### src/rtl/glyph_slot_renderer.sv
// glyph_slot_renderer: glyph slot store with a scan FSM that redraws slots one pixel per cycle
module glyph_slot_renderer #(
    parameter int N_SLOTS = 32,
    parameter int GLYPH_W = 5,
    parameter int GLYPH_H = 5,
    parameter int XW      = 8,
    parameter int YW      = 7,
    parameter int CW      = 3,
    parameter int MODE    = 0
) (
    input  logic                         clk,
    input  logic                         reset,
    input  logic                         wr_en,
    input  logic [$clog2(N_SLOTS)-1:0]   wr_slot,
    input  logic [4:0]                   wr_code,
    input  logic [XW-1:0]                wr_x,
    input  logic [YW-1:0]                wr_y,
    input  logic [CW-1:0]                wr_colour,
    input  logic [CW-1:0]                bg_colour,
    input  logic                         force_refresh,
    output logic [4:0]                   glyph_code_o,
    input  logic [GLYPH_W*GLYPH_H-1:0]   glyph_bits_i,
    output logic [XW-1:0]                x,
    output logic [YW-1:0]                y,
    output logic [CW-1:0]                colour,
    output logic                         plot,
    output logic                         busy,
    output logic                         frame_done
);
    localparam int SAW = $clog2(N_SLOTS);
    localparam int GB = GLYPH_W * GLYPH_H;
    localparam int RW = $clog2(GLYPH_H + 1);
    localparam int CL = $clog2(GLYPH_W + 1);
    localparam bit REFRESH = MODE != 0;

    typedef enum logic [1:0] {IDLE, SCAN, FETCH, DRAW} state_t;

    state_t state, nxt;
    logic [4:0] code [N_SLOTS];
    logic [XW-1:0] ox [N_SLOTS];
    logic [YW-1:0] oy [N_SLOTS];
    logic [CW-1:0] fg [N_SLOTS];
    logic [N_SLOTS-1:0] dirty;
    logic [SAW-1:0] ptr;
    logic [RW-1:0] row;
    logic [CL-1:0] col;
    logic [4:0] s_code;
    logic [XW-1:0] s_x, x_h;
    logic [YW-1:0] s_y, y_h;
    logic [CW-1:0] s_fg, c_h;
    logic [GB-1:0] bits;

    wire last = ptr == SAW'(N_SLOTS - 1);
    wire draw_slot = dirty[ptr] || REFRESH;
    wire last_col = col == CL'(GLYPH_W - 1);
    wire last_px = last_col && row == RW'(GLYPH_H - 1);
    wire slot_end = (state == SCAN && !draw_slot) || (state == DRAW && last_px);
    wire [XW-1:0] px = s_x + XW'(col);
    wire [YW-1:0] py = s_y + YW'(row);
    wire [CW-1:0] pc = (s_code <= 5'd25 && bits[GB-1]) ? s_fg : bg_colour;
    wire state_t sweep_next = (!last || REFRESH || |dirty) ? SCAN : IDLE;

    // state register
    always_ff @(posedge clk or negedge reset)
        if (!reset) state <= IDLE;
        else state <= nxt;

    // next-state: sweep slots, drawing dirty ones (or all in refresh mode)
    always_comb begin
        nxt = state;
        case (state)
            IDLE:    nxt = (REFRESH || |dirty) ? SCAN : IDLE;
            SCAN:    nxt = draw_slot ? FETCH : sweep_next;
            FETCH:   nxt = DRAW;
            DRAW:    nxt = last_px ? sweep_next : DRAW;
            default: nxt = IDLE;
        endcase
    end

    // outputs: live pixel while drawing, otherwise hold the last drawn pixel
    always_comb begin
        busy = state != IDLE;
        plot = state == DRAW;
        glyph_code_o = state == FETCH ? code[ptr] : s_code;
        x = plot ? px : x_h;
        y = plot ? py : y_h;
        colour = plot ? pc : c_h;
    end

    // slot store; a write or force_refresh beats the FETCH clearing dirty
    always_ff @(posedge clk or negedge reset)
        if (!reset) begin
            for (int i = 0; i < N_SLOTS; i++) begin
                code[i] <= 5'd31;
                ox[i] <= '0;
                oy[i] <= '0;
                fg[i] <= '0;
            end
            dirty <= '1;
        end else begin
            for (int i = 0; i < N_SLOTS; i++) begin
                if (wr_en && wr_slot == SAW'(i)) begin
                    code[i] <= wr_code;
                    ox[i] <= wr_x;
                    oy[i] <= wr_y;
                    fg[i] <= wr_colour;
                end
                dirty[i] <= force_refresh || (wr_en && wr_slot == SAW'(i)) ||
                            (dirty[i] && !(state == FETCH && ptr == SAW'(i)));
            end
        end

    // slot pointer, snapshot of the slot being drawn and pixel walk
    always_ff @(posedge clk or negedge reset)
        if (!reset) begin
            ptr <= '0;
            row <= '0;
            col <= '0;
            s_code <= 5'd31;
            s_x <= '0;
            s_y <= '0;
            s_fg <= '0;
            bits <= '0;
            x_h <= '0;
            y_h <= '0;
            c_h <= '0;
            frame_done <= 1'b0;
        end else begin
            frame_done <= slot_end && last;
            if (slot_end) ptr <= last ? '0 : ptr + SAW'(1);
            if (state == FETCH) begin
                s_code <= code[ptr];
                s_x <= ox[ptr];
                s_y <= oy[ptr];
                s_fg <= fg[ptr];
                bits <= glyph_bits_i;
                row <= '0;
                col <= '0;
            end
            if (state == DRAW) begin
                bits <= bits << 1;
                col <= last_col ? '0 : col + CL'(1);
                row <= last_col ? row + RW'(1) : row;
                x_h <= px;
                y_h <= py;
                c_h <= pc;
            end
        end
endmodule
### config.mk
export PLATFORM = sky130hd
export DESIGN_NAME = glyph_slot_renderer
export DESIGN_NICKNAME = d
export VERILOG_FILES = /design/src/rtl/glyph_slot_renderer.sv
export SDC_FILE = /design/constraint.sdc
export NUM_CORES = 1
export LEC_CHECK = 0
export ABC_AREA = 1
export BUFFER_PORTS_ARGS = -buffer_cell sky130_fd_sc_hd__buf_2
export CAP_MARGIN = 40
export CELL_PAD_IN_SITES_DETAIL_PLACEMENT = 1
export CELL_PAD_IN_SITES_GLOBAL_PLACEMENT = 1
export CORE_AREA = 2 2 275 277
export DETAILED_ROUTE_END_ITERATION = 8
export DIE_AREA = 0 0 277 279
export MAX_ROUTING_LAYER = met4
export PLACE_DENSITY_LB_ADDON = 0.25
export SLEW_MARGIN = 20
export SYNTH_ARGS = -nofsm -noshare
export SYNTH_HDL_FRONTEND = slang
export SYNTH_SLANG_ARGS = --single-unit
### constraint.sdc
create_clock -name clk -period 4.9 [get_ports clk]
set_input_delay 0.49 -clock clk [delete_from_list [all_inputs] [get_ports clk]]
set_output_delay 0.49 -clock clk [all_outputs]
set_load 0.1 [all_outputs]
Word-level counts from Yosys, hierarchy flattened
Cells that the tools add are included.

word-level totals
  flip-flop bits (word level) = 848
  input port bits = 60
  output and inout bits = 26
  logic and storage cells = 459

cells by class
  $add $sub $neg = 5
  magnitude comparators = 3
  eq/ne operators = 68
  mux-type cells = 32
  bitwise gates (word level) = 1
  reductions and logical operators = 208

operator list
  operator             count
  $eq 5x5->1 const B   32
  $logic_and 1x1->1    101
  $eq 5x4->1 const B   16
  $logic_or 1x1->1     66
  $mux 25              2
  $bmux 8 s5           1
  $eq 5x3->1 const B   8
  $bmux 7 s5           1
  $logic_not 1->1      34
  $reduce_or 32->1     1
  $mux 3               9
  $bmux 5 s5           1
  $mux 8               3
  $mux 7               3
  $eq 5x2->1 const B   4
  $mux 5               4
  $bmux 3 s5           1
  $eq 5x1->1 const B   2
  $logic_not 5->1      2
  $add 8x3->8          1
  $pmux 2 s4           1
  $add 7x3->7          1
  $add 3x1->3 const B  2
  $eq 3x3->1 const B   2
  14 further kinds     19

Longest topological paths before layout
  depth after elaboration = 6
  depth in mapped cells = 14
  mapped depth without buffers = 12

Least setup slack after synthesis
OpenSTA, ideal clock, no wires.

  path type = flip-flop to output port
  start = reg row[0]
  end = out y[6]
  arrival = 3.892 ns
  data required time = 4.410 ns
  setup slack = 0.518 ns
  stages on the path, launching flop included = 9
  path buffers = 0
  cells stage by stage = dfrtp_1 -> ha_1 -> inv_1 -> fa_1 -> or2_2 -> a21boi_0 -> nand3_1 -> xor2_1 -> o21ai_0

between the ends
  word-level cells in the longest chain between the ends = 2

ends and longest elaborated chain
  element                   line  text
  start: declaration        45    logic [RW-1:0] row;
  start signal: assignment  143   row <= last_col ? row + RW'(1) : row;
  $add 7x3->7               59    wire [YW-1:0] py = s_y + YW'(row);
  $mux 7                    --
  end: declaration          24    output logic [YW-1:0] y,

Every way passes these cells.

Worst setup path after layout
Ends and elaborated chain as after synthesis.

==> flow_metrics.py <==
metrics = {
    "outcome": {
        "status": "finished, final reports clean",
    },
    "sta": {
        "hold_viol": 0,
        "hold_slack_ps": 72.6,
        "min_period_over_period_pct": 79.8,
        "worstMarginPinSlew_ps": 967,
        "setup_violations": 0,
        "period_needed_ps": 3910,
        "timing.final.ws_setup_ps": 992,
        "fin_skew_ps": 28.8,
        "fmax_ghz": 0.256,
        "tns_ps": 0,
        "slew_headroom_pct": 35.5,
        "rsz0062_at_grt": "no",
        "drv_slew": 0,
    },
    "clocking": {
        "ctsResizeCount": 0,
        "clock-sinks": 848,
        "numCtsBuffers": 91,
        "cts_setup_buffers": 0,
        "clockBufferDepth": 3,
        "postCtsHoldBufs": 1,
        "clock_latency_ps": 650,
        "root_buffer": "clkbuf_16",
        "cts.clk_slew.worst_paths_ps": 60,
        "tritoncts": "built",
        "htreeDepth": 3,
    },
    "yosys": {
        "synth_warnings": 0,
        "synth_edf_count": 0,
        "synthCells": 4591,
        "synth_ff_type": "dfrtp_1",
        "synth_top_cells_by_area": "dfrtp_1, o21ai_0, dfstp_2, nand2_1, nor2_1",
        "synth_top_area_share_pct": 42.6,
        "synth_area_um2": 38200,
        "avgSynthCellArea_um2": 8.33,
        "async_reset_ff_share_pct": 100,
        "ys_seq_area_share_pct": 56.1,
        "synth_top_area_cell": "dfrtp_1",
        "synth_nets": 4669,
        "synth_cell_types": 43,
        "synth_seq_cells": 848,
        "synth.most_common_cell": "nand2_1",
        "yosys-top-cells-count": "nand2_1, o21ai_0, dfrtp_1",
    },
    "route": {
        "avgRoutedWirePerCell_um": 24.1,
        "dr.pass1.iters": 5,
        "drc_errors": 0,
        "initialDrtViolationCount": 2961,
        "wirelength_um": 133000,
        "ant_nets": 0,
        "num_vias": 33475,
        "via_per_inst": 6.07,
    },
    "setup_path": {
        "crit_path_start_kind": "register",
        "critPathRequiredTime_ps": 4410,
        "critPathCaptureType": "output port",
        "critical_path_class": "reg2out",
        "crit_arrival_ps": 3420,
        "path_max_fanout": 3,
    },
    "layout": {
        "area_delta_synth_final_pct": 11.2,
        "post-route-util_pct": 57.4,
        "nNetsFinal": 4543,
        "fillers": 8737,
        "final_layout_size_suffix_gt1_share_pct": 12.9,
        "multi_input_area_um2": 14800,
        "regArea_um2": 21500,
    },
    "grt": {
        "grt_pass1_wl_um": 207000,
        "grt_pass1_vias": 35241,
        "grt_usage_pct": 35.7,
        "overflow": 0,
        "grt_start_max_net_pins": 161,
        "antenna_found_initial": 6,
    },
    "pwr": {
        "leakage_nw": 18.7,
        "cellPowerDensity_nw_per_um2": 438,
        "switchingPower_mw": 5.07,
        "power_frac_comb_pct": 12.3,
        "finalPower_mw": 18.6,
        "p_sw_share_pct": 27.2,
        "power_frac_seq_pct": 48.6,
        "p_clk_share_pct": 39.1,
        "p_int_mw": 13.6,
        "ir_worst_vdd_mv": 0.341,
    },
    "placed_design": {
        "place_ws_ps": 1610,
        "hpwl_um": 75300,
        "place.port_buffers": 85,
        "place_congestion": 0.852,
    },
    "floorplanning": {
        "initial_utilization_pct": 51.6,
        "core_area_um2": 74100,
        "dieArea_um2": 77300,
        "fp.dieH_um": 279,
        "ios": 86,
        "die_w_um": 277,
        "rows": 100,
    },
    "run": {
        "cap_violations": 0,
    },
    "hold_path": {
        "hold_class": "in2reg",
    },
}
cell usage in the layout (no fill, tap or decap), types with 4 or more instances in the layout:
cell          n
nand2_1    1179
xor2_1        4
nor4_1        5
inv_2         7
dfstp_2     197
o22ai_1     115
o21ai_0    1168
bufinv_16     8
clkinv_2     18
buf_8        20
nand2_2      29
nand4_1      48
buf_12       15
clkbuf_1     19
nor2_4        5
buf_2        79
dfrtp_1     649
diode_2       6
o21ai_1      54
ha_1         16
clkbuf_16    97
nor2_1      482
nand3_1     112
buf_4        63
nand3_2       7
inv_1        65
clkbuf_8     23
clkinv_1      4
a21oi_1      15
cells by family after synthesis:
group | share of synthesized area [%]
flops | 56.1
simple gates | 19.4
xor+xnor | 0.115
fa+ha+maj | 0.628
buf+inv | 5.47
compound gates | 18.3
critical path, cell delays in order (launching register included):
cell and delay [ps]:
dfrtp_1 380, ha_1 200, inv_1 60, fa_1 370, or2_2 320, a21boi_0 440
nand3_1 150, xor2_1 170, o21ai_0 210, buf_2 480
routing by layer:
| metal | vias to the layer above | GRT usage [%] | wire, µm |
|---|---|---|---|
| met5 | - | - | 0 |
| met4 | 0 | 13.4 | 5090 |
| met3 | 307 | 5.84 | 8990 |
| met2 | 1181 | 57.6 | 63000 |
| met1 | 17037 | 45.5 | 55700 |
| li1 | 14950 | - | - |
power groups by stage:
stage,Clock (mW),Sequential (mW),Combinational [mW]
6_report,7.29,9.06,2.30
5_1_grt,7.62,9.18,2.64
4_1_cts,7.36,9.03,2.30
3_5_place_dp,0,9.12,2.25
3_3_place_gp,0,9.05,2.08
2_1_floorplan,0,8.90,1.61
registers in the layout, summed over array words and instances, names as in the netlist, 7 cells and up:
register and flops:
y_h 7, bits 25, s_y 7, ox 256
s_x 8, oy 224, x_h 8, code 160
dirty 32, fg 96
area by class of cell:
type,instances,area share (%)
tap,969,2.85
clock inverter,29,0.803
antenna,6,0.0353
multi-input combinational,3265,34.8
timing repair buffer,184,3.74
clock buffer,139,6.62
sequential,848,50.5
inverter,75,0.697
path summary, 6_finish.rpt:
check	from	to	slack (ps)	depth (start not counted)
max	row[0]	y[6]	990	9
min	glyph_bits_i[17]	bits[17]	70	3
max in group asynchronous	reset	ptr[0]	3030	3
min in group asynchronous	reset	fg[39]	550	2
max reg2reg	ptr[0]	s_fg[1]	1910	10
min reg2reg	x_h[0]	x_h[0]	480	2
stage by stage:
stage          instance area, µm²  cells
2_1_floorplan               38200   4591
3_3_place_gp                39000   5315
3_5_place_dp                39300   5333
4_1_cts                     42400   5502
5_1_grt                     42500   5515
6_report                    42500   5515
Note: power is estimated with default switching activity, not from simulation.
